### src/rtl/data_array_sched_pkg.sv
// Shared types for the data-array access scheduler: FSM states, in-flight read owner
// encoding and a one-hot to index helper (one-hot inputs up to 64 bits wide).
package data_array_sched_pkg;

  typedef enum logic [1:0] {
    ST_IDLE  = 2'd0,
    ST_SWEEP = 2'd1,
    ST_DRAIN = 2'd2
  } sched_state_e;

  typedef enum logic [1:0] {
    OWN_NONE  = 2'd0,
    OWN_CORE  = 2'd1,
    OWN_FLUSH = 2'd2
  } owner_e;

  localparam int unsigned ONEHOT_MAX_WIDTH = 64;

  function automatic logic [31:0] onehot_to_index(input logic [ONEHOT_MAX_WIDTH-1:0] onehot);
    logic [31:0] idx;
    idx = 32'd0;
    for (int i = 0; i < ONEHOT_MAX_WIDTH; i++) begin
      if (onehot[i]) begin
        idx = idx | 32'(i);
      end else begin
        idx = idx;
      end
    end
    return idx;
  endfunction

endpackage

### src/rtl/data_array_flush_walker.sv
// Set/way walker for the flush sweep: way advances first, set advances on way wrap.
// The way is kept one-hot so it can drive the array directly; the index is decoded from it.
module data_array_flush_walker
  import data_array_sched_pkg::*;
#(
  parameter int unsigned NUMBER_SETS           = 64,
  parameter int unsigned NUMBER_WAYS           = 16,
  parameter int unsigned SET_PTR_WIDTH_IN_BITS = $clog2(NUMBER_SETS),
  parameter int unsigned WAY_PTR_WIDTH_IN_BITS = $clog2(NUMBER_WAYS)
) (
  input  logic                             clk_in,
  input  logic                             reset_in,
  input  logic                             restart_in,
  input  logic                             advance_in,
  output logic [SET_PTR_WIDTH_IN_BITS-1:0] set_out,
  output logic [NUMBER_WAYS-1:0]           way_onehot_out,
  output logic [WAY_PTR_WIDTH_IN_BITS-1:0] way_index_out,
  output logic                             last_out
);

  logic [SET_PTR_WIDTH_IN_BITS-1:0] set_r;
  logic [NUMBER_WAYS-1:0]           way_oh_r;
  logic [ONEHOT_MAX_WIDTH-1:0]      way_oh_ext_s;
  logic                             way_wrap_s;
  logic                             last_set_s;

  // Position counters; restart returns to element (0,0)
  always_ff @(posedge clk_in) begin
    if (reset_in || restart_in) begin
      set_r    <= '0;
      way_oh_r <= NUMBER_WAYS'(1);
    end else if (advance_in) begin
      if (way_wrap_s) begin
        way_oh_r <= NUMBER_WAYS'(1);
        set_r    <= last_set_s ? '0 : set_r + SET_PTR_WIDTH_IN_BITS'(1);
      end else begin
        way_oh_r <= way_oh_r << 1;
        set_r    <= set_r;
      end
    end else begin
      set_r    <= set_r;
      way_oh_r <= way_oh_r;
    end
  end

  // Wrap / last-element detection and way index decode
  always_comb begin
    way_wrap_s   = way_oh_r[NUMBER_WAYS-1];
    last_set_s   = (set_r == SET_PTR_WIDTH_IN_BITS'(NUMBER_SETS - 1));
    way_oh_ext_s = '0;
    way_oh_ext_s[NUMBER_WAYS-1:0] = way_oh_r;
    way_index_out  = WAY_PTR_WIDTH_IN_BITS'(onehot_to_index(way_oh_ext_s));
    set_out        = set_r;
    way_onehot_out = way_oh_r;
    last_out       = way_wrap_s && last_set_s;
  end

endmodule

### src/rtl/data_array_access_scheduler.sv
// Arbitrates the single data-array port between refill, core and the flush sweep.
// Optional build macro DATA_ARRAY_STARVATION_GUARD_EN forces a core grant after STARVE_LIMIT losses.
module data_array_access_scheduler
  import data_array_sched_pkg::*;
#(
  parameter int unsigned SINGLE_ELEMENT_SIZE_IN_BITS = 64,
  parameter int unsigned NUMBER_SETS                 = 64,
  parameter int unsigned NUMBER_WAYS                 = 16,
  parameter int unsigned SET_PTR_WIDTH_IN_BITS       = $clog2(NUMBER_SETS),
  parameter int unsigned WAY_PTR_WIDTH_IN_BITS       = $clog2(NUMBER_WAYS),
  parameter int unsigned STARVE_LIMIT                = 4
) (
  input  logic                                   clk_in,
  input  logic                                   reset_in,
  input  logic                                   core_req_valid_in,
  output logic                                   core_req_ready_out,
  input  logic                                   core_req_write_in,
  input  logic [SET_PTR_WIDTH_IN_BITS-1:0]       core_req_set_in,
  input  logic [NUMBER_WAYS-1:0]                 core_req_way_in,
  input  logic [SINGLE_ELEMENT_SIZE_IN_BITS-1:0] core_req_data_in,
  output logic                                   core_resp_valid_out,
  output logic [SINGLE_ELEMENT_SIZE_IN_BITS-1:0] core_resp_data_out,
  input  logic                                   refill_req_valid_in,
  output logic                                   refill_req_ready_out,
  input  logic [SET_PTR_WIDTH_IN_BITS-1:0]       refill_req_set_in,
  input  logic [NUMBER_WAYS-1:0]                 refill_req_way_in,
  input  logic [SINGLE_ELEMENT_SIZE_IN_BITS-1:0] refill_req_data_in,
  input  logic                                   flush_start_in,
  output logic                                   flush_busy_out,
  output logic                                   flush_done_out,
  output logic                                   flush_data_valid_out,
  input  logic                                   flush_data_ready_in,
  output logic [SINGLE_ELEMENT_SIZE_IN_BITS-1:0] flush_data_out,
  output logic [SET_PTR_WIDTH_IN_BITS-1:0]       flush_set_out,
  output logic [WAY_PTR_WIDTH_IN_BITS-1:0]       flush_way_out,
  output logic                                   array_access_en_out,
  output logic                                   array_write_en_out,
  output logic [SET_PTR_WIDTH_IN_BITS-1:0]       array_set_addr_out,
  output logic [NUMBER_WAYS-1:0]                 array_way_select_out,
  output logic [SINGLE_ELEMENT_SIZE_IN_BITS-1:0] array_write_data_out,
  input  logic [SINGLE_ELEMENT_SIZE_IN_BITS-1:0] array_read_data_in
);

  sched_state_e state_r, state_next_s;
  owner_e       owner_r, owner_next_s;

  logic refill_fire_s, core_fire_s, sweep_issue_s, drain_done_s, force_core_s;

  logic                                   flush_valid_r;
  logic [SINGLE_ELEMENT_SIZE_IN_BITS-1:0] flush_data_r;
  logic [SET_PTR_WIDTH_IN_BITS-1:0]       flush_set_r;
  logic [WAY_PTR_WIDTH_IN_BITS-1:0]       flush_way_r;

  logic [SET_PTR_WIDTH_IN_BITS-1:0] walk_set_s;
  logic [NUMBER_WAYS-1:0]           walk_way_oh_s;
  logic [WAY_PTR_WIDTH_IN_BITS-1:0] walk_way_idx_s;
  logic                             walk_last_s;

  data_array_flush_walker #(
    .NUMBER_SETS          (NUMBER_SETS),
    .NUMBER_WAYS          (NUMBER_WAYS),
    .SET_PTR_WIDTH_IN_BITS(SET_PTR_WIDTH_IN_BITS),
    .WAY_PTR_WIDTH_IN_BITS(WAY_PTR_WIDTH_IN_BITS)
  ) u_walker (
    .clk_in        (clk_in),
    .reset_in      (reset_in),
    .restart_in    ((state_r == ST_IDLE) && flush_start_in),
    .advance_in    (sweep_issue_s),
    .set_out       (walk_set_s),
    .way_onehot_out(walk_way_oh_s),
    .way_index_out (walk_way_idx_s),
    .last_out      (walk_last_s)
  );

`ifdef DATA_ARRAY_STARVATION_GUARD_EN
  localparam int unsigned STARVE_CNT_WIDTH = $clog2(STARVE_LIMIT + 1);
  logic [STARVE_CNT_WIDTH-1:0] starve_cnt_r;

  // Saturating count of consecutive cycles where a waiting core lost to refill
  always_ff @(posedge clk_in) begin
    if (reset_in) begin
      starve_cnt_r <= '0;
    end else if (core_fire_s || !core_req_valid_in) begin
      starve_cnt_r <= '0;
    end else if (refill_fire_s && !force_core_s) begin
      starve_cnt_r <= starve_cnt_r + STARVE_CNT_WIDTH'(1);
    end else begin
      starve_cnt_r <= starve_cnt_r;
    end
  end

  // Core wins the next contention once the limit is reached
  always_comb force_core_s = (starve_cnt_r >= STARVE_CNT_WIDTH'(STARVE_LIMIT));
`else
  // Strict refill-over-core priority
  always_comb force_core_s = 1'b0;
`endif

  // State and in-flight owner registers
  always_ff @(posedge clk_in) begin
    if (reset_in) begin
      state_r <= ST_IDLE;
      owner_r <= OWN_NONE;
    end else begin
      state_r <= state_next_s;
      owner_r <= owner_next_s;
    end
  end

  // Next-state and next in-flight owner
  always_comb begin
    state_next_s = state_r;
    case (state_r)
      ST_IDLE:  state_next_s = flush_start_in ? ST_SWEEP : ST_IDLE;
      ST_SWEEP: state_next_s = (sweep_issue_s && walk_last_s) ? ST_DRAIN : ST_SWEEP;
      ST_DRAIN: state_next_s = drain_done_s ? ST_IDLE : ST_DRAIN;
      default:  state_next_s = ST_IDLE;
    endcase
    if (core_fire_s && !core_req_write_in) begin
      owner_next_s = OWN_CORE;
    end else if (sweep_issue_s) begin
      owner_next_s = OWN_FLUSH;
    end else begin
      owner_next_s = OWN_NONE;
    end
  end

  // Grants, array command, response routing and status
  always_comb begin
    if (!reset_in && (state_r == ST_IDLE)) begin
      refill_req_ready_out = !(force_core_s && core_req_valid_in);
      core_req_ready_out   = force_core_s || !refill_req_valid_in;
    end else begin
      refill_req_ready_out = 1'b0;
      core_req_ready_out   = 1'b0;
    end
    refill_fire_s = refill_req_valid_in && refill_req_ready_out;
    core_fire_s   = core_req_valid_in && core_req_ready_out;
    // a sweep read needs a free return slot and room in the flush register
    sweep_issue_s = !reset_in && (state_r == ST_SWEEP) && (owner_r == OWN_NONE) &&
                    (!flush_valid_r || flush_data_ready_in);
    drain_done_s  = (state_r == ST_DRAIN) && (owner_r == OWN_NONE) && !flush_valid_r;

    flush_done_out      = drain_done_s && !reset_in;
    flush_busy_out      = (state_r != ST_IDLE);
    core_resp_valid_out = (owner_r == OWN_CORE);
    core_resp_data_out  = core_resp_valid_out ? array_read_data_in : '0;

    array_access_en_out  = 1'b0;
    array_write_en_out   = 1'b0;
    array_set_addr_out   = '0;
    array_way_select_out = '0;
    array_write_data_out = '0;
    if (refill_fire_s) begin
      array_access_en_out  = 1'b1;
      array_write_en_out   = 1'b1;
      array_set_addr_out   = refill_req_set_in;
      array_way_select_out = refill_req_way_in;
      array_write_data_out = refill_req_data_in;
    end else if (core_fire_s) begin
      array_access_en_out  = 1'b1;
      array_write_en_out   = core_req_write_in;
      array_set_addr_out   = core_req_set_in;
      array_way_select_out = core_req_way_in;
      array_write_data_out = core_req_data_in;
    end else if (sweep_issue_s) begin
      array_access_en_out  = 1'b1;
      array_set_addr_out   = walk_set_s;
      array_way_select_out = walk_way_oh_s;
    end else begin
      array_access_en_out  = 1'b0;
    end
  end

  // Flush output register: loads on a returning sweep read, holds until accepted
  always_ff @(posedge clk_in) begin
    if (reset_in) begin
      flush_valid_r <= 1'b0;
      flush_data_r  <= '0;
      flush_set_r   <= '0;
      flush_way_r   <= '0;
    end else begin
      if (owner_r == OWN_FLUSH) begin
        flush_valid_r <= 1'b1;
        flush_data_r  <= array_read_data_in;
      end else if (flush_data_ready_in) begin
        flush_valid_r <= 1'b0;
        flush_data_r  <= flush_data_r;
      end else begin
        flush_valid_r <= flush_valid_r;
        flush_data_r  <= flush_data_r;
      end
      if (sweep_issue_s) begin
        flush_set_r <= walk_set_s;
        flush_way_r <= walk_way_idx_s;
      end else begin
        flush_set_r <= flush_set_r;
        flush_way_r <= flush_way_r;
      end
    end
  end

  assign flush_data_valid_out = flush_valid_r;
  assign flush_data_out       = flush_data_r;
  assign flush_set_out        = flush_set_r;
  assign flush_way_out        = flush_way_r;

endmodule

### config.mk
export PLATFORM = sky130hd
export DESIGN_NAME = data_array_access_scheduler
export DESIGN_NICKNAME = d
export VERILOG_FILES = /design/src/rtl/data_array_sched_pkg.sv /design/src/rtl/data_array_flush_walker.sv /design/src/rtl/data_array_access_scheduler.sv
export SDC_FILE = /design/constraint.sdc
export NUM_CORES = 1
export LEC_CHECK = 0
export CAP_MARGIN = 40
export CELL_PAD_IN_SITES_DETAIL_PLACEMENT = 1
export CELL_PAD_IN_SITES_GLOBAL_PLACEMENT = 2
export CORE_MARGIN = 2
export CORE_UTILIZATION = 16
export DETAILED_ROUTE_END_ITERATION = 10
export PLACE_DENSITY = 0.88
export SYNTH_ARGS = -nofsm -noshare
export SYNTH_HDL_FRONTEND = slang
export SYNTH_SLANG_ARGS = --single-unit
### constraint.sdc
create_clock -name clk_in -period 4.1 [get_ports clk_in]
set_clock_uncertainty 0.1 [all_clocks]
set_input_delay 0.82 -clock clk_in [delete_from_list [all_inputs] [get_ports clk_in]]
set_output_delay 0.82 -clock clk_in [all_outputs]
set_load 0.01 [all_outputs]
==> results.sh <==
export IMPL_status="completed"
export IMPL_routed_via_count=6903
export IMPL_synth_warnings=0
export IMPL_path_max_fanout=35
export IMPL_synth_fp_nets=976
export IMPL_start_util=0.1624
export IMPL_ant_nets=0
export IMPL_drt_drc_violations_left=0
export IMPL_p_total_mw=2.587
export IMPL_r2r_worst_path_cells=5
export IMPL_r2r_slack_ps=2030
export IMPL_pwr_share_seq=0.398
export IMPL_chipWidth_um=188.5
export IMPL_fp_coreArea_sq_um=33530
export IMPL_grt_use_total=0.1553
export IMPL_cp_end_kind="output pin"
export IMPL_setup_tns_ps=0
export IMPL_io_buffers=474
export IMPL_grt_max_degree=66
export IMPL_power_frac_comb=0.285
export IMPL_slew_headroom=0.5401
export IMPL_worstMarginPinSlew_ps=689.9
export IMPL_synth_top_flop_cell="dfxtp_1"
export IMPL_gp_congestion=0.8141
export IMPL_cts_path_max_buffers=2
export IMPL_finalSetupViolations=0
export IMPL_p_sw_mw=0.7159
export IMPL_viasPerCell=4.253
export IMPL_worstSkewPairLatency_ps=350
export IMPL_num_rows=67
export IMPL_synthArstFlopShare=0
export IMPL_power_density_nw_per_um2=236.2
export IMPL_grt_pass1_wl_mm=43.06
export IMPL_seq_area_frac_synth=0.3712
export IMPL_finalWirelength_mm=28.85
export IMPL_rsz0062_at_grt="no"
export IMPL_finalCritPeriodShare=0.9213
export IMPL_cts_sinks=101
export IMPL_cp_start_kind="input port"
export IMPL_drv_cap=0
export IMPL_area_growth_syn_to_layout_pct=101.1
export IMPL_clkPwrFrac=0.317
export IMPL_min_period_ps=3777
export IMPL_r2r_end="u_walker.set_out[0]"
export IMPL_max_vdd_ir_drop_mv=0.1685
export IMPL_syn_avg_cell_area_sq_um=7.441
export IMPL_fill_cells=3993
export IMPL_clockRootBuffer="clkbuf_16"
export IMPL_drt_iter0_drc=274
export IMPL_drive_gt1_frac=0.04426
export IMPL_power_leakage_nw=3.896
export IMPL_ios=475
export IMPL_cts_buffers=9
export IMPL_required_ps=3180
export IMPL_cts_setup_buffers=0
export IMPL_synth_edf_count=0
export IMPL_switching_share=0.2767
export IMPL_synth_cells=732
export IMPL_antenna_found_initial=2
export IMPL_synth_seq_cells=101
export IMPL_critPathArrivalTime_ps=2860
export IMPL_hold_viol=0
export IMPL_grt_pass1_vias=7013
export IMPL_max_clock_freq_mhz=264.7
export IMPL_die_h_um=188.5
export IMPL_grt_overflow_total=0
export IMPL_crit_type="in2out"
export IMPL_r2r_start="u_walker.way_onehot_out[15]"
export IMPL_p_int_mw=1.871
export IMPL_dpl_hpwl_mm=23.79
export IMPL_fin_nets=1415
export IMPL_ctsResizeCount=0
export IMPL_hold_class="reg2reg"
export IMPL_netlist_area_sq_um=5446
export IMPL_wl_per_cell_um=17.77
export IMPL_startpoint="core_req_valid_in"
export IMPL_cts_clk_slew_worst_paths_ps=60
export IMPL_dieArea_sq_um=35530
export IMPL_cts_hold_repair_buffers=0
export IMPL_synth_distinct_cells=47
export IMPL_h_tree_depth=3
export IMPL_drtPass1Iterations=4
export IMPL_endpoint="array_write_data_out[13]"
export IMPL_diodes=0
export IMPL_maxSlewViolCount=0
export IMPL_cts_tree="done"
state kept, by name, summed over array words and instances (netlist names):
name,cells
owner_r,2
flush_set_out,6
flush_data_out,64
flush_way_out,4
u_walker.way_onehot_out,16
state_r,2
u_walker.set_out,6
flush_data_valid_out,1
cell usage in the layout (no fill, tap or decap), types with 2 or more instances in the layout:
cell type,instances
clkdlybuf4s50_1,473
nand2_1,149
a21oi_1,129
dfxtp_1,101
nor2_1,76
and2_1,65
a22o_1,64
nand3b_1,15
buf_4,15
clkbuf_16,9
buf_12,7
mux2i_1,6
o21ai_0,5
nor4_1,5
nand3_1,3
or4_1,3
a311oi_1,3
nand4_1,3
clkinv_4,3
nand2b_1,2
inv_2,2
or3_1,2
nor2b_4,2
inv_1,2
and4_1,2
xor2_1,2
inv_8,2
layer usage:
layer / GRT usage / part of all wire / wire, um
met5: 0 / 0.00090 / 26
met3: 0.04843 / 0.079 / 2265
met4: 0.02614 / 0.011 / 306
met1: 0.1859 / 0.40 / 11590
met2: 0.2752 / 0.51 / 14660
Yosys cell counts, drive strengths merged, types with 4 or more instances:
library cell,instances,share of area
nor4,6,0.0096
mux2i,6,0.011
nand3,4,0.0060
a21oi,129,0.12
dfxtp,101,0.37
and2,67,0.077
nand3b,15,0.021
nor2,77,0.054
o21ai,6,0.0055
nand2,149,0.10
clkbuf,37,0.025
a22o,64,0.10
inv,4,0.0028
buf,32,0.042
critical path: stages:
cell and delay [ps]:
clkdlybuf4s50_1 710, and2_2 300, buf_12 210, a22o_1 230
clkdlybuf4s50_1 570
cell families after synthesis:
logic type	after synthesis	share of synthesized area
AOI/OAI and AO/OA	208	0.2414
muxes	6	0.01103
buffers and inverters	73	0.07007
DFF	101	0.3712
adders and majority gates	1	0.002297
and+or+nand+nor	341	0.3007
xor gates and xnor gates	2	0.003217
power groups by stage:
stage | Sequential (mW) | Combinational [mW] | Clock [mW]
2_1_floorplan | 1.06 | 0.234 | 0
3_3_place_gp | 1.05 | 0.729 | 0
3_5_place_dp | 1.05 | 0.743 | 0
4_1_cts | 1.03 | 0.747 | 0.857
5_1_grt | 1.03 | 0.792 | 0.896
6_report | 1.03 | 0.738 | 0.821
through the flow:
step | hold WS (ps) | utilization | std cells | area, sq um | setup WS, ps
2_1_floorplan | 353.4 | - | 732 | 5446 | 1011
3_3_place_gp | 341.0 | 0.3166 | 1605 | 10620 | 337.7
3_5_place_dp | 346.6 | 0.3182 | 1608 | 10670 | 328.5
4_1_cts | 355.6 | 0.3266 | 1623 | 10950 | 320.7
5_1_grt | 370.6 | 0.3266 | 1623 | 10950 | 170.7
6_report | 352.1 | 0.3266 | 1623 | 10950 | 322.7
worst min path at each step:
stage                               startpoint                          to  slack [ps]  cells after the start
floorplan           u_walker.way_onehot_out[8]  u_walker.way_onehot_out[8]         350                      2
global placement            flush_data_out[44]          flush_data_out[44]         340                      2
detailed placement          flush_data_out[62]          flush_data_out[62]         350                      2
CTS                         flush_data_out[62]          flush_data_out[62]         360                      2
global route                flush_data_out[48]          flush_data_out[48]         370                      2
finish                      flush_data_out[62]          flush_data_out[62]         350                      2
layout make-up:
| class | count | area (sq um) | area share |
|---|---|---|---|
| Clock inverter | 6 | 56.30 | 0.005141 |
| Multi-Input combinational cell | 558 | 3065 | 0.2799 |
| Sequential cell | 101 | 2022 | 0.1846 |
| Timing Repair Buffer | 497 | 5007 | 0.4572 |
| Clock buffer | 9 | 225.2 | 0.02056 |
| Inverter | 4 | 15.01 | 0.001371 |
| Tap cell | 448 | 560.5 | 0.05118 |
Power figures use the tool's default switching activity.
